### config.mk
export PLATFORM = sky130hd
export DESIGN_NAME = swap_skid_buffer
export DESIGN_NICKNAME = d
export VERILOG_FILES = /design/src/rtl/swap_skid_buffer.sv
export SDC_FILE = /design/constraint.sdc
export NUM_CORES = 1
export LEC_CHECK = 0
export ABC_CLOCK_PERIOD_IN_PS = 2300
export CAP_MARGIN = 20
export CORE_MARGIN = 2
export CORE_UTILIZATION = 43
export CTS_CLUSTER_DIAMETER = 40
export DETAILED_ROUTE_END_ITERATION = 6
export PLACE_DENSITY = 0.69
export SLEW_MARGIN = 20
export SYNTH_ARGS = -nofsm -noshare
export SYNTH_HDL_FRONTEND = slang
export SYNTH_SLANG_ARGS = --single-unit
### constraint.sdc
create_clock -name CLK -period 2.3 [get_ports CLK]
set_input_delay 0.23 -clock CLK [delete_from_list [all_inputs] [get_ports CLK]]
set_output_delay 0.23 -clock CLK [all_outputs]
set_load 0.05 [all_outputs]
### src/rtl/swap_skid_buffer.sv
// ---------------------------------------------------------------------------
// swap_skid_buffer
//
// This is an elastic valid/ready pipeline stage for the byte-swapped input
// path. Each accepted word is stored in a register. If swap was high when the
// word was accepted, its upper and lower halves are exchanged before storage.
// The stage holds two entries: a main (head) register that drives out_data,
// and a skid register. With two entries, in_ready can be a registered signal
// and the stage still sustains one word per cycle.
//
// Optional feature: define SWAP_SKID_COUNT_EN to add the xfer_count port and
// a 16-bit counter of accepted words.
//
// Ports:
//   CLK         rising-edge clock
//   ASYNCRESET  asynchronous, active-high reset
//   in_data     upstream word
//   in_valid    upstream word valid
//   in_ready    stage can accept (registered)
//   swap        1 = exchange the halves of in_data on capture
//   out_data    head word (registered)
//   out_valid   head word valid (registered)
//   out_ready   downstream accepts
//   xfer_count  accepted-word count, wraps at 16 bits (SWAP_SKID_COUNT_EN only)
// ---------------------------------------------------------------------------
module swap_skid_buffer #(
  parameter int WIDTH = 16
) (
  input  logic             CLK,
  input  logic             ASYNCRESET,
  input  logic [WIDTH-1:0] in_data,
  input  logic             in_valid,
  output logic             in_ready,
  input  logic             swap,
  output logic [WIDTH-1:0] out_data,
  output logic             out_valid,
  input  logic             out_ready
`ifdef SWAP_SKID_COUNT_EN
  ,
  output logic [15:0]      xfer_count
`endif
);

  localparam int HALF = WIDTH / 2;

  typedef enum logic [1:0] {
    EMPTY = 2'd0,
    ONE   = 2'd1,
    FULL  = 2'd2
  } state_t;

  state_t           state;
  logic [WIDTH-1:0] main_q;
  logic [WIDTH-1:0] skid_q;
  logic             in_ready_q;
  logic             out_valid_q;

  logic             accept;
  logic             emit;
  logic [WIDTH-1:0] captured;

  // Handshakes are judged on the registered flags. That keeps in_ready free
  // of any combinational path from out_ready.
  assign accept = in_valid & in_ready_q;
  assign emit   = out_valid_q & out_ready;

  // The swap is applied once, at capture. After that, a stored word never
  // changes.
  assign captured = swap ? {in_data[HALF-1:0], in_data[WIDTH-1:HALF]} : in_data;

  // This block updates the state, both data registers and the registered
  // handshake flags together. Each flag is written to match the state being
  // entered, so the outputs always agree with the state.
  always_ff @(posedge CLK or posedge ASYNCRESET) begin
    if (ASYNCRESET) begin
      state       <= EMPTY;
      main_q      <= '0;
      skid_q      <= '0;
      in_ready_q  <= 1'b0;
      out_valid_q <= 1'b0;
    end else begin
      unique case (state)
        EMPTY: begin
          in_ready_q  <= 1'b1;
          out_valid_q <= 1'b0;
          if (accept) begin
            main_q      <= captured;
            state       <= ONE;
            out_valid_q <= 1'b1;
          end
        end
        ONE: begin
          if (accept && emit) begin
            main_q <= captured;
          end else if (accept) begin
            // Downstream has stalled, so the new word goes into the skid
            // register. in_ready drops on the same edge.
            skid_q      <= captured;
            state       <= FULL;
            in_ready_q  <= 1'b0;
          end else if (emit) begin
            state       <= EMPTY;
            out_valid_q <= 1'b0;
          end
        end
        FULL: begin
          if (emit) begin
            main_q     <= skid_q;
            state      <= ONE;
            in_ready_q <= 1'b1;
          end
        end
        default: begin
          state       <= EMPTY;
          in_ready_q  <= 1'b1;
          out_valid_q <= 1'b0;
        end
      endcase
    end
  end

  assign in_ready  = in_ready_q;
  assign out_valid = out_valid_q;
  assign out_data  = main_q;

`ifdef SWAP_SKID_COUNT_EN
  logic [15:0] count_q;

  // This counts accepted words. It wraps naturally from 0xFFFF to 0x0000.
  always_ff @(posedge CLK or posedge ASYNCRESET) begin
    if (ASYNCRESET) begin
      count_q <= '0;
    end else if (accept) begin
      count_q <= count_q + 16'd1;
    end
  end

  assign xfer_count = count_q;
`endif

endmodule

==> results of run 1 <==
## path summary, 6_finish.rpt
kind	endpoint	startpoint	depth (start not counted)
setup / recovery	out_valid	out_valid	1
hold / removal	out_data[2]	ASYNCRESET	3
setup reg to reg	out_data[14]	state[1]	4
hold reg to reg	skid_q[5]	skid_q[5]	1
max in group asynchronous	out_data[13]	ASYNCRESET	3
min in group CLK	skid_q[5]	skid_q[5]	1
## flip-flops by register name, indices dropped and copies added, names as in the netlist
| signal | count |
|---|---|
| in_ready | 1 |
| out_data | 16 |
| out_valid | 1 |
| skid_q | 16 |
| state | 2 |
## through the flow
| step | cell area, µm² | setup slack, ps | power [mW] | utilization |
|---|---|---|---|---|
| after floorplan | 1950 | 447 | 2.72 | - |
| after global placement | 2360 | 395 | 3.17 | 0.542 |
| after detailed placement | 2360 | 343 | 3.23 | 0.542 |
| after CTS | 2450 | 474 | 3.70 | 0.563 |
| after global routing | 2450 | 431 | 3.85 | 0.563 |
| final | 2450 | 486 | 3.67 | 0.563 |
## per-layer routing
metal  vias to the layer above  track usage  part of all wire
li1                        552            -                 -
met2                        21        0.275              0.51
met5                         -            0                 0
met3                         4       0.0366             0.033
met1                       632        0.190              0.44
met4                         0       0.0692             0.014
## Yosys cell counts
library cell  instances
buf_12                2
mux2_2               40
nand2_2               1
o21ai_0               3
and3b_1               1
a21oi_1               2
mux2i_1               1
a31o_2                1
nor3_1                1
o22ai_4               1
buf_2                 1
nand3b_1              1
nand2_1               3
inv_1                 4
o22ai_1               1
a31oi_1               1
nand2b_1              1
buf_6                 3
dfrtp_1              36
a21boi_4              1
and2_1                1
mux2_4               24
## where the power goes
part | switching, mW | internal (mW)
Sequential | 0.215 | 0.966
Clock | 0.212 | 0.244
Combinational | 1.05 | 0.979
## layout make-up
cell class,instances,area (µm²)
sequential,36,901
timing repair buffer,42,423
tap,52,65.1
inverter,4,15.0
clock buffer,8,90.1
multi-input combinational,84,957
fill,345,1900
## logic make-up (layout without fill, tap and decap cells)
group | Yosys count | count (layout) | share of synthesized area
buffers and inverters | 10 | 54 | 0.0481
and+or+nand+nor | 9 | 9 | 0.0263
AOI/OAI and AO/OA | 10 | 10 | 0.0436
DFF | 36 | 36 | 0.462
muxes | 65 | 65 | 0.421
==> flow_metrics.env, run 1 <==
export IMPL_ys_seq_area_frac=0.462
export IMPL_vias_per_cell=5.35
export IMPL_relSlewSlack=0.665
export IMPL_status="finished clean"
export IMPL_syn_inst=130
export IMPL_die_area_um2=5090
export IMPL_gp_congestion=0.825
export IMPL_max_freq_mhz=551
export IMPL_slew_viol_final=0
export IMPL_critPathBufInv=1
export IMPL_via_count=1209
export IMPL_ant_nets=0
export IMPL_cp_max_fo=6
export IMPL_place_inst=218
export IMPL_first_global_vias=1308
export IMPL_gr_total_overflow=0
export IMPL_rrSetupSlack_ps=600
export IMPL_cp_data_required_time_ps=2070
export IMPL_worst_pin_slew_ps=501
export IMPL_synthTopCellsByArea="dfrtp_1, mux2_2, mux2_4, buf_12, buf_6"
export IMPL_setup_tns_final_ps=0
export IMPL_syn_cell_area_um2=1950
export IMPL_drive_gt1_frac=0.448
export IMPL_slowest_stage="clkdlybuf4s50_1"
export IMPL_hold_ws_ps=352
export IMPL_root_buffer="clkbuf_8"
export IMPL_cts_resized=0
export IMPL_antenna_cells=0
export IMPL_syn_nets=151
export IMPL_coreArea_um2=4350
export IMPL_start_util=0.448
export IMPL_stdcell_count=226
export IMPL_hpwl_um=2540
export IMPL_ys_ff_latch=36
export IMPL_yosysTopAreaCellShare=0.462
export IMPL_final_nets=194
export IMPL_arrival_ps=1580
export IMPL_cp_end_kind="output port"
export IMPL_routed_wl_um=3740
export IMPL_critPathKind="reg2out"
export IMPL_drtIter0Drc=33
export IMPL_hp_class="in2async"
export IMPL_cts_buffers=5
export IMPL_clock_path_buffers=2
export IMPL_grt_pass1_wl_um=6230
export IMPL_firstDrtPassIters=4
export IMPL_crit_family="buffers and inverters"
export IMPL_path_cells="clkdlybuf4s50_1"
export IMPL_synth_distinct_cells=22
export IMPL_synthToLayoutAreaGrowth_pct=25.6
export IMPL_core_rowCount=24
export IMPL_synth_warning_count=0
export IMPL_cts_max_level=2
export IMPL_die_x_um=71.4
export IMPL_grt_max_degree=37
export IMPL_rsz0062_at_grt="no"
export IMPL_max_vdd_ir_drop_v=0.000884
export IMPL_finClkSkew_ps=4.80
export IMPL_layout_common_cells="mux2_2, clkdlybuf4s50_1, dfrtp_1"
export IMPL_drc=0
export IMPL_pin_count=39
export IMPL_tritoncts="built"
export IMPL_cts_reportedPaths_clkPinSlew_ps=70
export IMPL_cp_start_kind="flop"
export IMPL_die_y_um=71.4
export IMPL_wire_per_inst_um=16.6
export IMPL_setup_viol=0
export IMPL_final_common_cell="mux2_2"
export IMPL_synth_top_cell_by_area="dfrtp_1"
export IMPL_cap_violations=0
export IMPL_power_density_nw_per_um2=1500
export IMPL_fin_crit_sh=0.789
export IMPL_max_stage_delay_ps=840
export IMPL_finalCriticalPeriod_ps=1810
export IMPL_antenna_found_initial=0
export IMPL_cts_sinks=36
export IMPL_grt_usage=0.159
export IMPL_leakage_nw=1.07
export IMPL_port_buffers=38
export IMPL_synth_area_per_cell_um2=15.0
export IMPL_finalHoldViolCount=0
export IMPL_cts_hold_buf=0
export IMPL_post_cts_buffers=0
export IMPL_insertion_delay_ps=280
Note: power is estimated with default switching activity, not from simulation.
==> run 2, diff against run 1 <==
--- a/config.mk
+++ b/config.mk
@@ -5,13 +5,13 @@
 export SDC_FILE = /design/constraint.sdc
 export NUM_CORES = 1
 export LEC_CHECK = 0
-export ABC_CLOCK_PERIOD_IN_PS = 2300
+export ABC_CLOCK_PERIOD_IN_PS = 1500
 export CAP_MARGIN = 20
 export CORE_MARGIN = 2
 export CORE_UTILIZATION = 43
 export CTS_CLUSTER_DIAMETER = 40
 export DETAILED_ROUTE_END_ITERATION = 6
-export PLACE_DENSITY = 0.69
+export PLACE_DENSITY = 0.71
 export SLEW_MARGIN = 20
 export SYNTH_ARGS = -nofsm -noshare
 export SYNTH_HDL_FRONTEND = slang
==> constraint.sdc (replaced) <==
create_clock -name CLK -period 1.5 [get_ports CLK]
set_input_delay 0.15 -clock CLK [delete_from_list [all_inputs] [get_ports CLK]]
set_output_delay 0.15 -clock CLK [all_outputs]
set_load 0.05 [all_outputs]
==> run 2 against run 1 <==
Utilization is 4.6 points higher; setup slack worse by 520 ps; first-iteration DRC count is 9.1% lower; critical path type is now reg2reg; register-to-register slack worse by 640 ps; non-clock buffer count is 15 higher; die area stayed put; sequential share of layout area is 2.6 points lower; count of clock-buffer cells in the layout stayed put; global-route usage is 3.0 points higher; worst hold slack worse by 150 ps; cell area is 8.1% higher; wire length is 14% higher; the run now ends with negative setup slack left; highest routed layer unchanged.
==> flow_metrics.env, run 2 (synthesized netlist as in run 1, its figures left out) <==
export IMPL_status="complete, but fails checks"
export IMPL_violations="negative setup slack"
export IMPL_grt_max_degree=21
export IMPL_finalCriticalPeriod_ps=1540
export IMPL_cap_violations=0
export IMPL_final_util=0.609
export IMPL_power_density_nw_per_um2=2290
export IMPL_reg2reg_depth=5
export IMPL_die_x_um=71.4
export IMPL_timing_rr_end="out_data[10]"
export IMPL_relSlewSlack=0.824
export IMPL_first_global_vias=1452
export IMPL_cts_hold_buf=0
export IMPL_arrival_ps=1710
export IMPL_hpwl_um=2970
export IMPL_finClkSkew_ps=2.78
export IMPL_cp_max_fo=10
export IMPL_final_nets=209
export IMPL_antenna_found_initial=0
export IMPL_tritoncts="built"
export IMPL_die_area_um2=5090
export IMPL_fin_crit_sh=1.02
export IMPL_drive_gt1_frac=0.614
export IMPL_place_inst=228
export IMPL_via_count=1266
export IMPL_finalHoldViolCount=0
export IMPL_worst_pin_slew_ps=265
export IMPL_drtIter0Drc=30
export IMPL_gp_congestion=0.747
export IMPL_pin_count=39
export IMPL_cts_sinks=36
export IMPL_setup_slack_ps=-35.1
export IMPL_grt_pass1_wl_um=7310
export IMPL_cts_reportedPaths_clkPinSlew_ps=70
export IMPL_root_buffer="clkbuf_8"
export IMPL_wire_per_inst_um=17.7
export IMPL_firstDrtPassIters=2
export IMPL_cts_max_level=2
export IMPL_grt_usage=0.190
export IMPL_cp_data_required_time_ps=1670
export IMPL_port_buffers=38
export IMPL_hp_class="in2async"
export IMPL_gr_total_overflow=0
export IMPL_finalPower_mw=6.06
export IMPL_die_y_um=71.4
export IMPL_synthToLayoutAreaGrowth_pct=35.8
export IMPL_vias_per_cell=5.25
export IMPL_cp_start_kind="flop"
export IMPL_cts_buffers=5
export IMPL_layout_common_cells="mux2_2, dfrtp_1, buf_4"
export IMPL_routed_wl_um=4270
export IMPL_leakage_nw=1.21
export IMPL_final_common_cell="mux2_2"
export IMPL_critPathKind="reg2reg"
export IMPL_antenna_cells=0
export IMPL_drc=0
export IMPL_coreArea_um2=4350
export IMPL_cp_end_kind="flop"
export IMPL_insertion_delay_ps=290
export IMPL_slew_viol_final=0
export IMPL_setup_tns_final_ps=-367
export IMPL_clock_path_buffers=2
export IMPL_start_util=0.448
export IMPL_r2r_start="state[0]"
export IMPL_setup_viol=20
export IMPL_rsz0062_at_grt="yes"
export IMPL_ant_nets=0
export IMPL_max_vdd_ir_drop_v=0.000997
export IMPL_stdcell_count=241
export IMPL_core_rowCount=24
export IMPL_max_freq_mhz=651
export IMPL_rrSetupSlack_ps=-40
export IMPL_place_ws_ps=-350
run 2: changes by cell type in the layout (fill, tap and decap cells not counted), moves of 2 or more:
cell	change
clkdlybuf4s50_1	-19
buf_6	+2
dfrtp_2	+3
dfrtp_1	-3
buf_12	+3
buf_4	+25
run 2: stage by stage:
stage	hold slack, ps	cell area (µm²)
floorplan	317	1960
global placement	460	2430
detailed placement	482	2430
CTS	206	2620
global route	242	2650
finish	201	2650
run 2: cell type report:
| type | count | area [µm²] |
|---|---|---|
| Multi-Input combinational cell | 84 | 978 |
| Sequential cell | 36 | 905 |
| Fill cell | 338 | 1700 |
| Clock buffer | 8 | 90.1 |
| Inverter | 4 | 15.0 |
| Timing Repair Buffer | 57 | 597 |
| Tap cell | 52 | 65.1 |
run 2: routing by layer:
layer  part of all wire  global-route usage  up-vias  wire length (µm)
met4              0.024              0.0818        0               103
met3              0.035              0.0492       10               149
met5                  0                   0        -                 0
met2               0.53               0.330       27              2270
met1               0.41               0.220      641              1740
li1                   -                   -      588                 -
run 2: how the worst max path moves through the flow:
stage	startpoint	endpoint	slack, ps	cells after the start
floorplan	in_ready	out_data[0]	-160	4
global placement	swap	out_data[13]	-320	5
detailed placement	swap	out_data[14]	-350	5
CTS	state[0]	out_data[1]	-40	5
global route	state[0]	out_data[11]	-90	5
finish	state[0]	out_data[10]	-40	5
run 2: report_power, final:
group	internal [mW]	switching [mW]
clock	0.374	0.331
combinational	1.77	1.77
sequential	1.49	0.324
run 2: timing repair:
action | 4_1_cts | 5_1_grt
buffers inserted | 2 | 0
endpoints found under the hold margin | 0 | 0
setup endpoints to repair | 32 | 32
pin swaps | 1 | 0
gates cloned | 2 | 1
gates resized for setup | 7 | 2
run 2: critical path, stage by stage, from the launching register on:
cell      delay, ps
dfrtp_1         400
buf_6           130
a21boi_4        140
o22ai_4         250
buf_12          190
mux2_4          310
==> RTL edit (config.mk and constraints of run 2) <==
The parameter `WIDTH` goes from 16 to 32.
--- a/src/rtl/swap_skid_buffer.sv
+++ b/src/rtl/swap_skid_buffer.sv
@@ -24,7 +24,7 @@
 //   xfer_count  accepted-word count, wraps at 16 bits (SWAP_SKID_COUNT_EN only)
 // ---------------------------------------------------------------------------
 module swap_skid_buffer #(
-  parameter int WIDTH = 16
+  parameter int WIDTH = 32
 ) (
   input  logic             CLK,
   input  logic             ASYNCRESET,
Ports: changed (resized in_data and out_data); port bits go from 39 to 71. No check against the original RTL was run, so the function may have changed too.
==> RTL edit against run 2 <==
- the run still ends with negative setup slack left
- maximum frequency is 2.2% lower
- utilization is 1.5 points lower
- power is 91% higher
- worst setup slack worse by 0.035 ns
- synthesized area is 89% higher
- routed wire length is 78% higher
- via count is 75% higher
- design area is 85% higher
- sequential power is 87% higher
- first-iteration DRC count is 150% higher
- die area is 84% higher
- sequential cell count is 32 higher
- largest cell class unchanged
==> RTL edit: results <==
cells_and_area:
  nets: 364
  drive_gt1_share_pct: 63.6
  diodes: 0
  fillerInstances: 662
clock_tree:
  root_buffer: "clkbuf_8"
  h-tree-depth: 3
  clk_pin_slew_ns: 0.07
  numCtsBuffers: 9
  clkLatencyLatePin_ns: 0.34
  cts_buffer_depth: 2
synth:
  ys_types: 24
  syn_nets: 271
  synth_common_cells: "68 x dfrtp_1, 64 x mux2_4, 62 x mux2_2"
  synth.area.top_cells: "dfrtp_1 46%, mux2_4 26%, mux2_2 19%"
  yosysSeqAreaShare_pct: 46.0
  yosysWarnings: 0
  synthArstFlopShare_pct: 100
placement:
  pre_cts_slack_ns: -0.224
  gp_congestion: 0.745
  dp_hpwl_um: 5060
  portBuffers: 70
critical_path:
  cp_top_family: "flip-flops"
  cp.arrival_ns: 1.80
  slowest_stage: "dfrtp_1"
  crit_fanout: 7
  startpoint: "state[0]$_DFFE_PP0P_"
  endpoint: "out_data[9]$_DFFE_PP0P_"
  critPathMaxStageDelay_ns: 0.41
sta:
  setup_tns_ns: -1.93
  timing.final.ws_setup_ns: -0.0697
  setup_viol_count_final: 51
  worstMarginPinSlew_ns: 0.506
  final_hold_viol_count: 0
  worst_clock_skew_ns: 0.00554
detailed_routing:
  via_per_inst: 5.06
  wl_per_cell_um: 17.4
  drt-initial-drc-count: 74
  drtPass1Iterations: 6
global_routing:
  antenna_found_initial: 0
  grt_max_degree: 25
  grt_pass1_vias: 2322
  grt_pass1_wl_um: 12000
  grt_util_all_layers_pct: 16.4
status:
  outcome: "finished with violations"
  violations: "negative setup slack"
power_and_ir_drop:
  leakagePower_nw: 2.27
  vdd_drop_max_mv: 1.21
worst_hold_path:
  hold_class: "primary input to async pin"
## RTL edit: power by group
group          total [mW]  internal, mW  switching (mW)
logic                6.51          3.29            3.22
registers            3.39          2.81           0.589
clock network        1.65         0.974           0.680
## RTL edit: through the flow
stage / cells / hold slack (ns) / area [µm²] / total power [mW]
final: 437 / 0.210 / 4910 / 11.6
after global placement: 413 / 0.481 / 4550 / 9.34
after floorplan: 234 / 0.307 / 3730 / 7.94
after CTS: 435 / 0.203 / 4860 / 11.5
after global routing: 437 / 0.231 / 4910 / 12.1
after detailed placement: 413 / 0.487 / 4550 / 9.50
## RTL edit: area by class of cell
type / instances / area share [%]
Multi-Input combinational cell: 148 / 37.6
Tap cell: 105 / 2.68
Timing Repair Buffer: 96 / 20.2
Inverter: 4 / 0.383
Sequential cell: 68 / 34.7
Clock buffer: 11 / 2.88
Clock inverter: 5 / 1.53
## RTL edit: worst min-delay path by stage
| stage | start | endpoint | slack [ns] | depth (start not counted) |
|---|---|---|---|---|
| global route | ASYNCRESET | skid_q[30]$_DFFE_PP0P_ | 0.23 | 2 |
| detailed placement | skid_q[31]$_DFFE_PP0P_ | skid_q[31]$_DFFE_PP0P_ | 0.49 | 1 |
| CTS | ASYNCRESET | state[0]$_DFFE_PP0P_ | 0.20 | 2 |
| finish | ASYNCRESET | skid_q[14]$_DFFE_PP0P_ | 0.21 | 2 |
| global placement | skid_q[30]$_DFFE_PP0P_ | skid_q[30]$_DFFE_PP0P_ | 0.48 | 1 |
| floorplan | ASYNCRESET | out_data[0]$_DFFE_PP0P_ | 0.31 | 1 |
## RTL edit: logic make-up after synthesis
kind of cell | after synthesis | synth area share, %
AO/OA/AOI/OAI | 10 | 2.10
multiplexers | 129 | 45.8
buffers and inverters | 18 | 4.74
flip-flops | 68 | 46.0
AND/OR/NAND/NOR | 9 | 1.39
## RTL edit: routing by layer
metal | vias up | wire length [µm] | global-route usage (%)
li1 | 1032 | - | -
met1 | 1123 | 3460 | 21.1
met2 | 44 | 3740 | 27.0
met3 | 11 | 293 | 3.97
met4 | 0 | 86 | 5.53
met5 | - | 0 | 0
## RTL edit: timing repair
item	CTS	global route
pin swaps	1	0
buffers inserted	5	1
endpoints found under the setup margin	32	64
cloned	1	2
resized for setup	5	4
hold endpoints to repair	0	0
## RTL edit: worst reg2reg max path: stages (launching register included)
cell,delay (ns)
dfrtp_1,0.41
nand2b_4,0.22
o22ai_4,0.21
buf_12,0.17
clkbuf_16,0.16
mux2_4,0.30
